==> config.mk <==
export PLATFORM = sky130hd
export DESIGN_NAME = rng_arbiter
export DESIGN_NICKNAME = d
export VERILOG_FILES = /design/src/rtl/bomber_pkg.sv /design/src/rtl/rr_pick.sv /design/src/rtl/rng_arbiter.sv
export SDC_FILE = /design/constraint.sdc
export NUM_CORES = 1
export LEC_CHECK = 0
export CAP_MARGIN = 10
export CORE_MARGIN = 2
export CORE_UTILIZATION = 40
export DETAILED_ROUTE_END_ITERATION = 10
export MAX_ROUTING_LAYER = met4
export PLACE_DENSITY = 0.75
export SYNTH_ARGS = -nofsm -noshare
export SYNTH_HDL_FRONTEND = slang
export SYNTH_HIERARCHICAL = 1
export SYNTH_SLANG_ARGS = --single-unit
export TNS_END_PERCENT = 30
==> constraint.sdc <==
create_clock -name Clk -period 2.4 [get_ports Clk]
set_input_delay 0.48 -clock Clk [delete_from_list [all_inputs] [get_ports Clk]]
set_output_delay 0.48 -clock Clk [all_outputs]
set_load 0.005 [all_outputs]
==> src/rtl/bomber_pkg.sv <==
// -----------------------------------------------------------------------------
// bomber_pkg
// Shared types and constants for the bomber game logic.
//   rng_arb_state_t : state of the RNG arbiter (IDLE, HI, ACK)
//   RNG_REQ_DEFAULT : default number of RNG requesters
// -----------------------------------------------------------------------------
package bomber_pkg;

  typedef enum logic [1:0] {
    IDLE = 2'd0,  // waiting for a request; arbitration happens here
    HI   = 2'd1,  // collecting the high nibble of an 8-bit draw
    ACK  = 2'd2   // rdata valid, ack pulses for the owner
  } rng_arb_state_t;

  localparam int RNG_REQ_DEFAULT = 4;

endpackage

==> src/rtl/rr_pick.sv <==
// -----------------------------------------------------------------------------
// rr_pick
// Combinational round-robin picker: finds the first set request bit at or
// above ptr, wrapping modulo NREQ. Shared with other arbiters in the design.
// Ports:
//   req [NREQ-1:0] : request vector
//   ptr [PW-1:0]   : highest-priority index (must be < NREQ)
//   any            : at least one request is set
//   win [PW-1:0]   : index of the winning requester (0 when any = 0)
// -----------------------------------------------------------------------------
module rr_pick #(
  parameter  int NREQ = 4,
  localparam int PW   = $clog2(NREQ)
) (
  input  logic [NREQ-1:0] req,
  input  logic [PW-1:0]   ptr,
  output logic            any,
  output logic [PW-1:0]   win
);

  int idx;

  // NOTE: every output of a combinational block gets a default at the top;
  // a path that leaves one unassigned would infer a latch.
  always_comb begin
    any = 1'b0;
    win = '0;
    idx = 0;
    for (int k = 0; k < NREQ; k++) begin
      // Explicit wrap so a non-power-of-2 NREQ never indexes past the top.
      idx = int'(ptr) + k;
      if (idx >= NREQ) idx = idx - NREQ;
      if (!any && req[idx]) begin
        any = 1'b1;
        win = PW'(idx);
      end
    end
  end

endmodule

==> src/rtl/rng_arbiter.sv <==
// -----------------------------------------------------------------------------
// rng_arbiter
// Shares one free-running RNG nibble stream among NREQ game-logic requesters.
// Each grant takes the current nibble as the low half; a wide draw also takes
// the next cycle's nibble as the high half, so no nibble is ever handed out
// twice. Grants rotate round-robin.
// Ports:
//   Clk            : system clock
//   Reset          : synchronous active-high reset
//   randhex [3:0]  : RNG nibble, fresh every cycle
//   req  [NREQ-1:0]: level draw requests, held until ack
//   wide [NREQ-1:0]: 1 = 8-bit draw, 0 = 4-bit draw (sampled at grant)
//   ack  [NREQ-1:0]: one-hot single-cycle pulse, rdata valid for that owner
//   rdata [7:0]    : drawn value, 4-bit draws zero-extended; held between draws
//   busy           : a draw is in progress (HI or ACK)
// -----------------------------------------------------------------------------
module rng_arbiter
  import bomber_pkg::*;
#(
  parameter int NREQ = RNG_REQ_DEFAULT
) (
  input  logic            Clk,
  input  logic            Reset,
  input  logic [3:0]      randhex,
  input  logic [NREQ-1:0] req,
  input  logic [NREQ-1:0] wide,
  output logic [NREQ-1:0] ack,
  output logic [7:0]      rdata,
  output logic            busy
);

  localparam int PW = $clog2(NREQ);

  rng_arb_state_t state_q;
  logic [PW-1:0]  ptr_q;
  logic [PW-1:0]  ptr_d;
  logic [PW-1:0]  owner_q;
  logic [7:0]     rdata_q;

  logic           pick_any;
  logic [PW-1:0]  pick_win;

  rr_pick #(.NREQ(NREQ)) u_pick (
    .req (req),
    .ptr (ptr_q),
    .any (pick_any),
    .win (pick_win)
  );

  // Pointer moves just past the winner, wrapping explicitly so it never
  // holds a value >= NREQ.
  assign ptr_d = (pick_win == PW'(NREQ - 1)) ? '0 : pick_win + PW'(1);

  // NOTE: sequential state is written with non-blocking assignments so every
  // register samples the pre-edge values, independent of statement order.
  always_ff @(posedge Clk) begin
    if (Reset) begin
      state_q <= IDLE;
      ptr_q   <= '0;
      owner_q <= '0;
      rdata_q <= 8'h00;
    end else begin
      case (state_q)
        IDLE: begin
          if (pick_any) begin
            owner_q <= pick_win;
            rdata_q <= {4'h0, randhex};
            ptr_q   <= ptr_d;
            state_q <= wide[pick_win] ? HI : ACK;
          end
        end
        HI: begin
          rdata_q[7:4] <= randhex;
          state_q      <= ACK;
        end
        ACK: begin
          // No arbitration here: the owner's req may still be high for this
          // cycle and must not be mistaken for a new draw.
          state_q <= IDLE;
        end
        default: state_q <= IDLE;
      endcase
    end
  end

  // Outputs depend on registered state/owner only; no path from req.
  assign ack   = (state_q == ACK) ? (NREQ'(1) << owner_q) : '0;
  assign busy  = (state_q != IDLE);
  assign rdata = rdata_q;

endmodule

# After elaboration in Yosys (flattened, before gate mapping)
# Cells that the tools add are included.
[word_totals] regBits=14 latchBits=0 mem_bits_rw=0 romBits=0 input_bits=14 out_inout_bits=13 wordCells=71 mem_count=0
[classes] n_addsub=8 mul=0 div_mod_pow=0 order_cmp=9 n_eq_ne=4 n_shift=1 muxes=33 n_bitwise=0 reduce_logical=11
[op_table] operator="< comparator 32 x 4 -> 1 bit, second input constant" n=4
[op_table] operator="two-way mux 32 bit" n=4
[op_table] operator="greater-or-equal comparator 32 x 4 -> 1 bit, second input constant" n=3
[op_table] operator="subtractor 32 x 4 -> 32 bit, second input constant" n=3
[op_table] operator="two-way mux 2 bit" n=7
[op_table] operator="two-way mux 1 bit" n=13
[op_table] operator="binary-select mux 1 bit (select 2 bit)" n=5
[op_table] operator="two-way mux 8 bit" n=1
[op_table] operator="case mux 4 bit (2 select lines)" n=1
[op_table] operator="adder 2 x 2 -> 3 bit, second input constant" n=2
[op_table] operator="equality test 2 bit, second input constant" n=2
[op_table] operator="two-way mux 4 bit" n=1
[op_table] operator="case mux 2 bit (2 select lines)" n=1
[op_table] operator="AND reduction 2 bit" n=2
[op_table] operator="nonzero test 2 bit" n=2
[op_table] operator="<< shifter 1 x 2 -> 4 bit, first input constant" n=1
[op_table] operator="subtractor 2 x 3 -> 4 bit, second input constant" n=1
[op_table] operator="adder 2 x 1 -> 3 bit, second input constant" n=1
[op_table] operator="greater-or-equal comparator 2 x 3 -> 1 bit, second input constant" n=1
[op_table] operator="logical AND 1 bit" n=3
[op_table] operator="zero test 1 bit" n=3
[op_table] operator="< comparator 2 x 3 -> 1 bit, second input constant" n=1
[op_table] operator="adder 2 x 1 -> 2 bit, second input constant" n=1
[op_table] operator="equality test 2 x 1 -> 1 bit, second input constant" n=1
[op_table] operator="other kinds (2)" n=2

# Depth between registers and ports, before layout
# Gate-level depths: netlist of the first run.
[depth] ltp_word=20 mapped_depth=7 ltp_nobuf=7

# Hierarchy
# Netlist of the first run, hierarchy kept.
[by_module_without_submodules] mod="rng_arbiter" instances=1 cells_each=57 area_each_um2=576.8 seq_area_each_um2=280.3
[by_module_without_submodules] mod="rr_pick" instances=1 cells_each=15 area_each_um2=77.6 seq_area_each_um2=0.0

# Worst setup path after synthesis of the first run
# No wires, ideal clock.
[synth_timing] kind="input-to-reg" startpoint="in req[1]" endpoint="reg state_q[0]" t_arrival_ns=1.881 t_required_ns=2.283 path_slack_ns=0.403 path_stages=5 path_buffers=0 path_cell_list="inv_1 a221o_1 a21oi_1 mux4_2 and3b_2"
[synth_between] elab_chain_cells=18 elab_cells_between_ends=32 classes_between="eq/ne (1); mux (25); reduce/logical (6)"
[synth_rtl] item="from (decl)" line="rng_arbiter.sv:25" source="input logic [NREQ-1:0] req,"
[synth_rtl] item="binary-select mux 1 bit (select 2 bit)" line="rr_pick.sv:33" source="if (!any && req[idx]) begin"
[synth_rtl] item="two-way mux 1 bit (implied by the code) (2 in a row)" line="rr_pick.sv:33"
[synth_rtl] item="two-way mux 1 bit" line="rr_pick.sv:33"
[synth_rtl] item="zero test 1 bit" line="rr_pick.sv:33"
[synth_rtl] item="logical AND 1 bit" line="rr_pick.sv:33"
[synth_rtl] item="two-way mux 1 bit" line="rr_pick.sv:33"
[synth_rtl] item="zero test 1 bit" line="rr_pick.sv:33"
[synth_rtl] item="logical AND 1 bit" line="rr_pick.sv:33"
[synth_rtl] item="[... 2 more ...]"
[synth_rtl] item="logical AND 1 bit" line="rr_pick.sv:33"
[synth_rtl] item="two-way mux 2 bit (*)" line="rr_pick.sv:33"
[synth_rtl] item="via pick_win[0]" line="rng_arbiter.sv:41" source="logic [PW-1:0] pick_win;"
[synth_rtl] item="binary-select mux 1 bit (select 2 bit) (*)" line="rng_arbiter.sv:69" source="state_q <= wide[pick_win] ? HI : ACK;"
[synth_rtl] item="two-way mux 1 bit (implied by the code) (*)" line="rng_arbiter.sv:69"
[synth_rtl] item="two-way mux 2 bit (*)" line="rng_arbiter.sv:69"
[synth_rtl] item="two-way mux 2 bit (*)" line="rng_arbiter.sv:65" source="if (pick_any) begin"
[synth_rtl] item="case mux 2 bit (2 select lines) (*)" line="rng_arbiter.sv:63" source="case (state_q)"
[synth_rtl] item="to (signal assigned)" line="rng_arbiter.sv:69"
[synth_rtl] item="to (decl)" line="rng_arbiter.sv:34" source="rng_arb_state_t state_q;"
# Mark *: on every way through the listed nets, which the timed path passes. The rest lies on a longest branch. The select of a mux whose other input is x is not followed.
# A chain may end at the register's enable or synchronous reset.

# Final worst setup path of the first run
[layout_timing] startpoint="reg state_q[1]" endpoint="out ack[0]"
[layout_between] elab_chain_cells=2
[layout_rtl] item="equality test 2 bit" line="rng_arbiter.sv:87" source="assign ack = (state_q == ACK) ? (NREQ'(1) << owner_q) : '0;"
[layout_rtl] item="two-way mux 4 bit" line="rng_arbiter.sv:87"
[layout_rtl] item="to (decl)" line="rng_arbiter.sv:27" source="output logic [NREQ-1:0] ack,"
# Every way passes these cells.

==> reports/results.tsv, run 1 <==
metric	value	unit
clock skew	0.00202	ns
critical path class	reg2out	
synth unique cells	25	
Hold EP	rdata[2]$_SDFFE_PP0P_	
Syn Nets	87	
Die Ht	44.4	um
asr flop ratio synth	0	
Via Count	637	
Vias/cell	5.31	
setup ws final	0.189	ns
Ys Warns	6	
P_leak	0.437	nW
share of cells above drive strength 1	0.115	
count leader, synth	nor2_1	
Peak VDD IR	574	uV
Synth Flop Type	dfxtp_1	
largest net degree at the start of global routing	15	
GRT Overall Usage	0.175	
HP Class	reg2reg	
clock sinks	14	
pwr/cell area	837	nW/um^2
final net count	120	
TritonCTS Buffers	3	
Worst slew margin	0.673	
Final ANT Viol Nets	0	
Seq pwr share	0.392	
Req. time, crit path	1.92	ns
clock-pin slew on the worst setup and hold paths	0.09	ns
EDFF count, synth	0	
postcts setup bufs	0	
R2R Setup Slk	0.57	ns
die area	1980	sq um
CP startpoint kind	register	
initial antenna violation count	0	
setup slack at placement	-0.0523	ns
number of instances in the placed design	116	
number of global-route vias before repair	582	
slowest CP cell	clkdlybuf4s50_1	
top cell type's share of synthesized area	0.428	
Final Critical Period	2.21	ns
status	finished clean	
Hold Path Cell Cnt	2	
Worst R2R End	state_q[0]$_SDFFE_PP0P_	
CP bufs+invs	1	
switching portion of total power	0.313	
Crit Path Max Fanout	6	
Area growth, synth to finish	51.2	%
Data arrival, critical path	1.73	ns
CTS tree	built	
Net Switching	0.259	mW
Comb power frac	0.399	
initial drt markers	14	
DRT Pass-1 Iters	4	
Least-Margin Pin Slew	0.489	ns
half-perimeter wire length after detailed placement	1120	um
Fmax	452	MHz
Gates resized, CTS repair	0	
CTS root buffer	clkbuf_4	
largest cells by area after synthesis	dfxtp_1 43%, mux2i_1 12%, nor2_1 9.2%	
CP top delay family	buffers and inverters	
Starting Density	0.429	
Final setup viols	0	
Setup crit end kind	output pin	
hold buffer count at cts	0	
Worst Reg-to-Reg Cells	5	
H-tree levels	1	
CP cell instances	nor2b_1 -> nor3b_1 -> clkdlybuf4s50_1	
Final Max Tran Viols	0	
Slowest Stage Delay on Critical Path	0.54	ns
launch point of the worst reg-to-reg path	ptr_q[0]$_SDFFE_PP0P_	
most frequent cells after synthesis	16 x nor2_1, 14 x dfxtp_1, 8 x mux2i_1	
core area	1520	sq um
Wirelength per Cell	12.5	um
Clock power frac	0.210	
Int Pwr	0.569	mW
unrepaired setup endpoints after global routing	false	
Synth Area per Inst	9.09	sq um
fin crit share	0.921	
max-cap viol count	0	
number of remaining DRC errors	0	
CTS Buffer Depth	2	
Clock Latency Late Sink	0.28	ns
Port Buffers	26	
IO Count	27	
FP Rows	14	
worst hold start	rdata[2]$_SDFFE_PP0P_	
CP startpoint	state_q[1]$_SDFFE_PP0P_	
Inserted Diodes	0	
most area-hungry cell type in the Yosys netlist	dfxtp_1	
register bit total from synthesis	14	
Synth Instances	72	
Die W	44.4	um
non-filler cells, final	120	
global-route wire length before repair	2430	um
sequential share of the synthesized area	0.428	
Synth Cell Area	654	sq um
GRT Residual Overflow	0	
gpl congestion	0.897	
Final Hold Fails	0	
drt total wl	1500	um
worst min-delay path: stages (launching register included):
cell and delay [ns]:
dfxtp_1 0.34, mux2i_1 0.07, nor2_1 0.07
state kept, by name, summed over array words and instances, names as in the netlist:
name,count
owner_q,2
state_q,2
ptr_q,2
rdata,8
stage by stage:
stage / area [sq um] / util / hold WS, ns / setup TNS [ns] / power [mW]
floorplan: 654 / - / 0.485 / 0 / 0.517
global placement: 953 / 0.626 / 0.481 / -0.0249 / 0.652
detailed placement: 953 / 0.626 / 0.488 / -0.0554 / 0.658
CTS: 990 / 0.649 / 0.510 / 0 / 0.832
global route: 990 / 0.649 / 0.540 / 0 / 0.878
finish: 990 / 0.649 / 0.507 / 0 / 0.828
power by group through the flow:
| stage | clock network [mW] | logic [mW] | registers, mW |
|---|---|---|---|
| CTS | 0.175 | 0.333 | 0.324 |
| global placement | 0 | 0.326 | 0.327 |
| detailed placement | 0 | 0.329 | 0.330 |
| global route | 0.184 | 0.362 | 0.332 |
| floorplan | 0 | 0.198 | 0.319 |
| finish | 0.174 | 0.330 | 0.324 |
layout make-up:
class,instances,area (sq um)
well taps,16,20.0
multi-input cells,51,344
repair buffers,30,290
fillers,141,534
inverters,5,18.8
clock buffers,4,36.3
flip-flops and latches,14,280
how the worst max path moves through the flow:
stage / end / cells past startpoint / slack [ns]
3_3_place_gp: state_q[0]$_SDFFE_PP0P_ / 6 / -0.02
5_1_grt: ack[0] / 3 / 0.04
4_1_cts: ack[0] / 3 / 0.17
6_report: ack[0] / 3 / 0.19
2_1_floorplan: state_q[0]$_SDFFE_PP0P_ / 5 / 0.40
3_5_place_dp: state_q[0]$_SDFFE_PP0P_ / 6 / -0.05
routing by layer:
metal | share of wire | global-route usage | vias to the layer above
li1 | - | - | 312
met1 | 0.45 | 0.215 | 292
met2 | 0.47 | 0.268 | 25
met3 | 0.042 | 0.0245 | 8
met4 | 0.035 | 0.109 | 0
met5 | 0 | - | -
cell families (layout without fill, tap and decap cells):
family	Yosys count	in the layout	share of synthesized area
AND/OR/NAND/NOR	28	28	0.214
buffers and inverters	7	39	0.0459
flip-flops	14	14	0.428
adder cells (fa/ha/maj)	1	1	0.0191
AO/OA/AOI/OAI	13	13	0.136
multiplexers	9	9	0.157
layout by cell type (no fill, tap or decap):
| cell type | instances |
|---|---|
| nor2_1 | 16 |
| clkdlybuf4s50_1 | 26 |
| clkbuf_8 | 1 |
| nand2_1 | 1 |
| buf_4 | 4 |
| a22oi_1 | 4 |
| o21ai_0 | 1 |
| nor3b_1 | 2 |
| or2_2 | 1 |
| nor2b_1 | 3 |
| mux2i_1 | 8 |
| mux4_2 | 1 |
| o221ai_1 | 1 |
| inv_1 | 4 |
| inv_2 | 1 |
| o21bai_1 | 1 |
| nand2b_1 | 1 |
| clkbuf_4 | 3 |
| a21oi_1 | 4 |
| a221o_1 | 1 |
| and3b_2 | 1 |
| dfxtp_1 | 14 |
| and3_1 | 1 |
| o21a_1 | 1 |
| and3b_1 | 1 |
| nand3_1 | 1 |
| ha_1 | 1 |
Note: power is estimated with default switching activity, not from simulation.
==> run 2: changes to the inputs <==
--- a/config.mk
+++ b/config.mk
@@ -5,12 +5,14 @@
 export SDC_FILE = /design/constraint.sdc
 export NUM_CORES = 1
 export LEC_CHECK = 0
-export CAP_MARGIN = 10
+export CAP_MARGIN = 20
+export CELL_PAD_IN_SITES_DETAIL_PLACEMENT = 0
+export CELL_PAD_IN_SITES_GLOBAL_PLACEMENT = 2
 export CORE_MARGIN = 2
-export CORE_UTILIZATION = 40
+export CORE_UTILIZATION = 23
 export DETAILED_ROUTE_END_ITERATION = 10
 export MAX_ROUTING_LAYER = met4
-export PLACE_DENSITY = 0.75
+export PLACE_DENSITY_LB_ADDON = 0.1
 export SYNTH_ARGS = -nofsm -noshare
 export SYNTH_HDL_FRONTEND = slang
 export SYNTH_HIERARCHICAL = 1
==> run 2 against run 1 <==
Against the previous run:
- total power up 0.30%
- critical path depth did not move
- critical path type unchanged
- global-route usage is 6.8 points lower
- final cell count grew 13%
- worst hold slack lost 0.0065 ns
- die area up 66%
- final area rose by 2.4%
- critical endpoint unchanged
- non-clock buffer count unchanged
==> reports/results.tsv, run 2 (same netlist as run 1, synthesis figures left out) <==
metric	value	unit	change
TritonCTS Buffers	3		unchanged
R2R Setup Slk	0.56	ns	about the same
initial antenna violation count	0		unchanged
Die W	57.3	um	+29%
Final ANT Viol Nets	0		unchanged
status	finished clean		
Final Hold Fails	0		unchanged
Clock Latency Late Sink	0.28	ns	about the same
IO Count	27		unchanged
Port Buffers	26		unchanged
hold buffer count at cts	0		unchanged
share of cells above drive strength 1	0.125		+0.00962
CP startpoint kind	register		
Wirelength per Cell	11.6	um	-6.9%
H-tree levels	1		unchanged
Gates resized, CTS repair	0		unchanged
Fmax	459	MHz	+1.5%
half-perimeter wire length after detailed placement	1200	um	+7.4%
CTS tree	built		
GR peak layer	met2		
HP Class	reg2reg		
Slowest Stage Delay on Critical Path	0.53	ns	about the same
critical path class	reg2out		
Die Ht	57.3	um	+29%
Final Max Tran Viols	0		unchanged
number of remaining DRC errors	0		unchanged
GRT Residual Overflow	0		unchanged
clock sinks	14		unchanged
DRT Pass-1 Iters	4		unchanged
post-route cell area	1010	sq um	+2.4%
Inserted Diodes	0		unchanged
gpl congestion	0.653		-27%
non-filler cells, final	135		+13%
Final Critical Period	2.18	ns	-0.0323 ns
Starting Density	0.239		-0.190
Final setup viols	0		unchanged
Vias/cell	4.57		-14%
met2 Use GR	0.154		-0.113
clock skew	0.00301	ns	+0.000991 ns
Worst slew margin	0.623		-0.0498
initial drt markers	21		+7
CP top delay family	buffers and inverters		
Crit Path Max Fanout	6		unchanged
CP cell instances	nor2b_1 -> nor3b_1 -> clkdlybuf4s50_1		
commonest non-fill, non-tap cells in the layout	26 x clkdlybuf4s50_1, 16 x nor2_1, 14 x dfxtp_1		
slowest CP cell	clkdlybuf4s50_1		
GRT Overall Usage	0.107		-0.0677
core area	2730	sq um	+79%
CTS root buffer	clkbuf_4		
postcts setup bufs	0		unchanged
drt total wl	1570	um	+4.7%
Cell Area, Placed	977	sq um	+2.5%
FP Rows	19		+5
met3 Usage GRT	0.0408		+0.0163
die area	3290	sq um	+66%
largest net degree at the start of global routing	15		unchanged
Area growth, synth to finish	54.9	%	
Data arrival, critical path	1.70	ns	-0.03 ns
GRT met1 Usage	0.139		-0.0752
Least-Margin Pin Slew	0.564	ns	+0.0744 ns
final net count	120		unchanged
clock-pin slew on the worst setup and hold paths	0.09	ns	about the same
number of global-route vias before repair	581		-0.17%
leading cell type in the layout, fill and taps excluded	clkdlybuf4s50_1		
CP bufs+invs	1		unchanged
max-cap viol count	0		unchanged
max reg flops	8		unchanged
CTS Buffer Depth	2		unchanged
Setup crit end kind	output pin		
fin crit share	0.908		-0.0135
P_leak	0.439	nW	+0.59%
global-route wire length before repair	2620	um	+7.7%
total power	0.831	mW	+0.30%
number of instances in the placed design	131		+13%
unrepaired setup endpoints after global routing	false		
pwr/cell area	820	nW/um^2	-2.1%
Peak VDD IR	551	uV	-4.1%
Via Count	617		-3.1%
Req. time, crit path	1.92	ns	about the same
## run 2: cell counts in the layout (fill, tap and decap cells not counted)
No cell type changed its count.
## run 2: worst min-delay path, delay by kind of cell, from the launching register on
kind | cells | cell delay [ns]
muxes | 1 | 0.06
and+or+nand+nor | 1 | 0.07
DFF | 1 | 0.34
## run 2: power by group
part	switching [mW]	leakage (nW)	internal (mW)
logic	0.134	0.303	0.201
clock network	0.0789	0.0210	0.0923
registers	0.0461	0.115	0.279
## run 2: final timing paths
| check | cells past startpoint | from | to |
|---|---|---|---|
| min reg2reg | 2 | rdata[1]$_SDFFE_PP0P_ | rdata[1]$_SDFFE_PP0P_ |
| max | 3 | state_q[1]$_SDFFE_PP0P_ | ack[0] |
| max reg2reg | 5 | ptr_q[0]$_SDFFE_PP0P_ | state_q[0]$_SDFFE_PP0P_ |
| min | 2 | rdata[1]$_SDFFE_PP0P_ | rdata[1]$_SDFFE_PP0P_ |
## run 2: area by class of cell
class	count	area, sq um
fillers	283	1720
flip-flops and latches	14	280
multi-input cells	51	349
well taps	31	38.8
repair buffers	30	290
clock buffers	4	36.3
inverters	5	18.8
## run 2: stage by stage
step / TNS (ns) / hold slack [ns] / utilization / setup slack (ns)
3_3_place_gp: -0.0432 / 0.473 / 0.357 / -0.0432
4_1_cts: 0 / 0.508 / 0.371 / 0.202
3_5_place_dp: -0.117 / 0.482 / 0.357 / -0.0774
2_1_floorplan: 0 / 0.485 / - / 0.403
5_1_grt: 0 / 0.525 / 0.371 / 0.0546
6_report: 0 / 0.500 / 0.371 / 0.222
## run 2: routing by layer
metal / vias to the layer above / share of wire
li1: 313 / -
met4: 0 / 0.0083
met1: 287 / 0.48
met2: 15 / 0.46
met5: - / 0
met3: 2 / 0.055
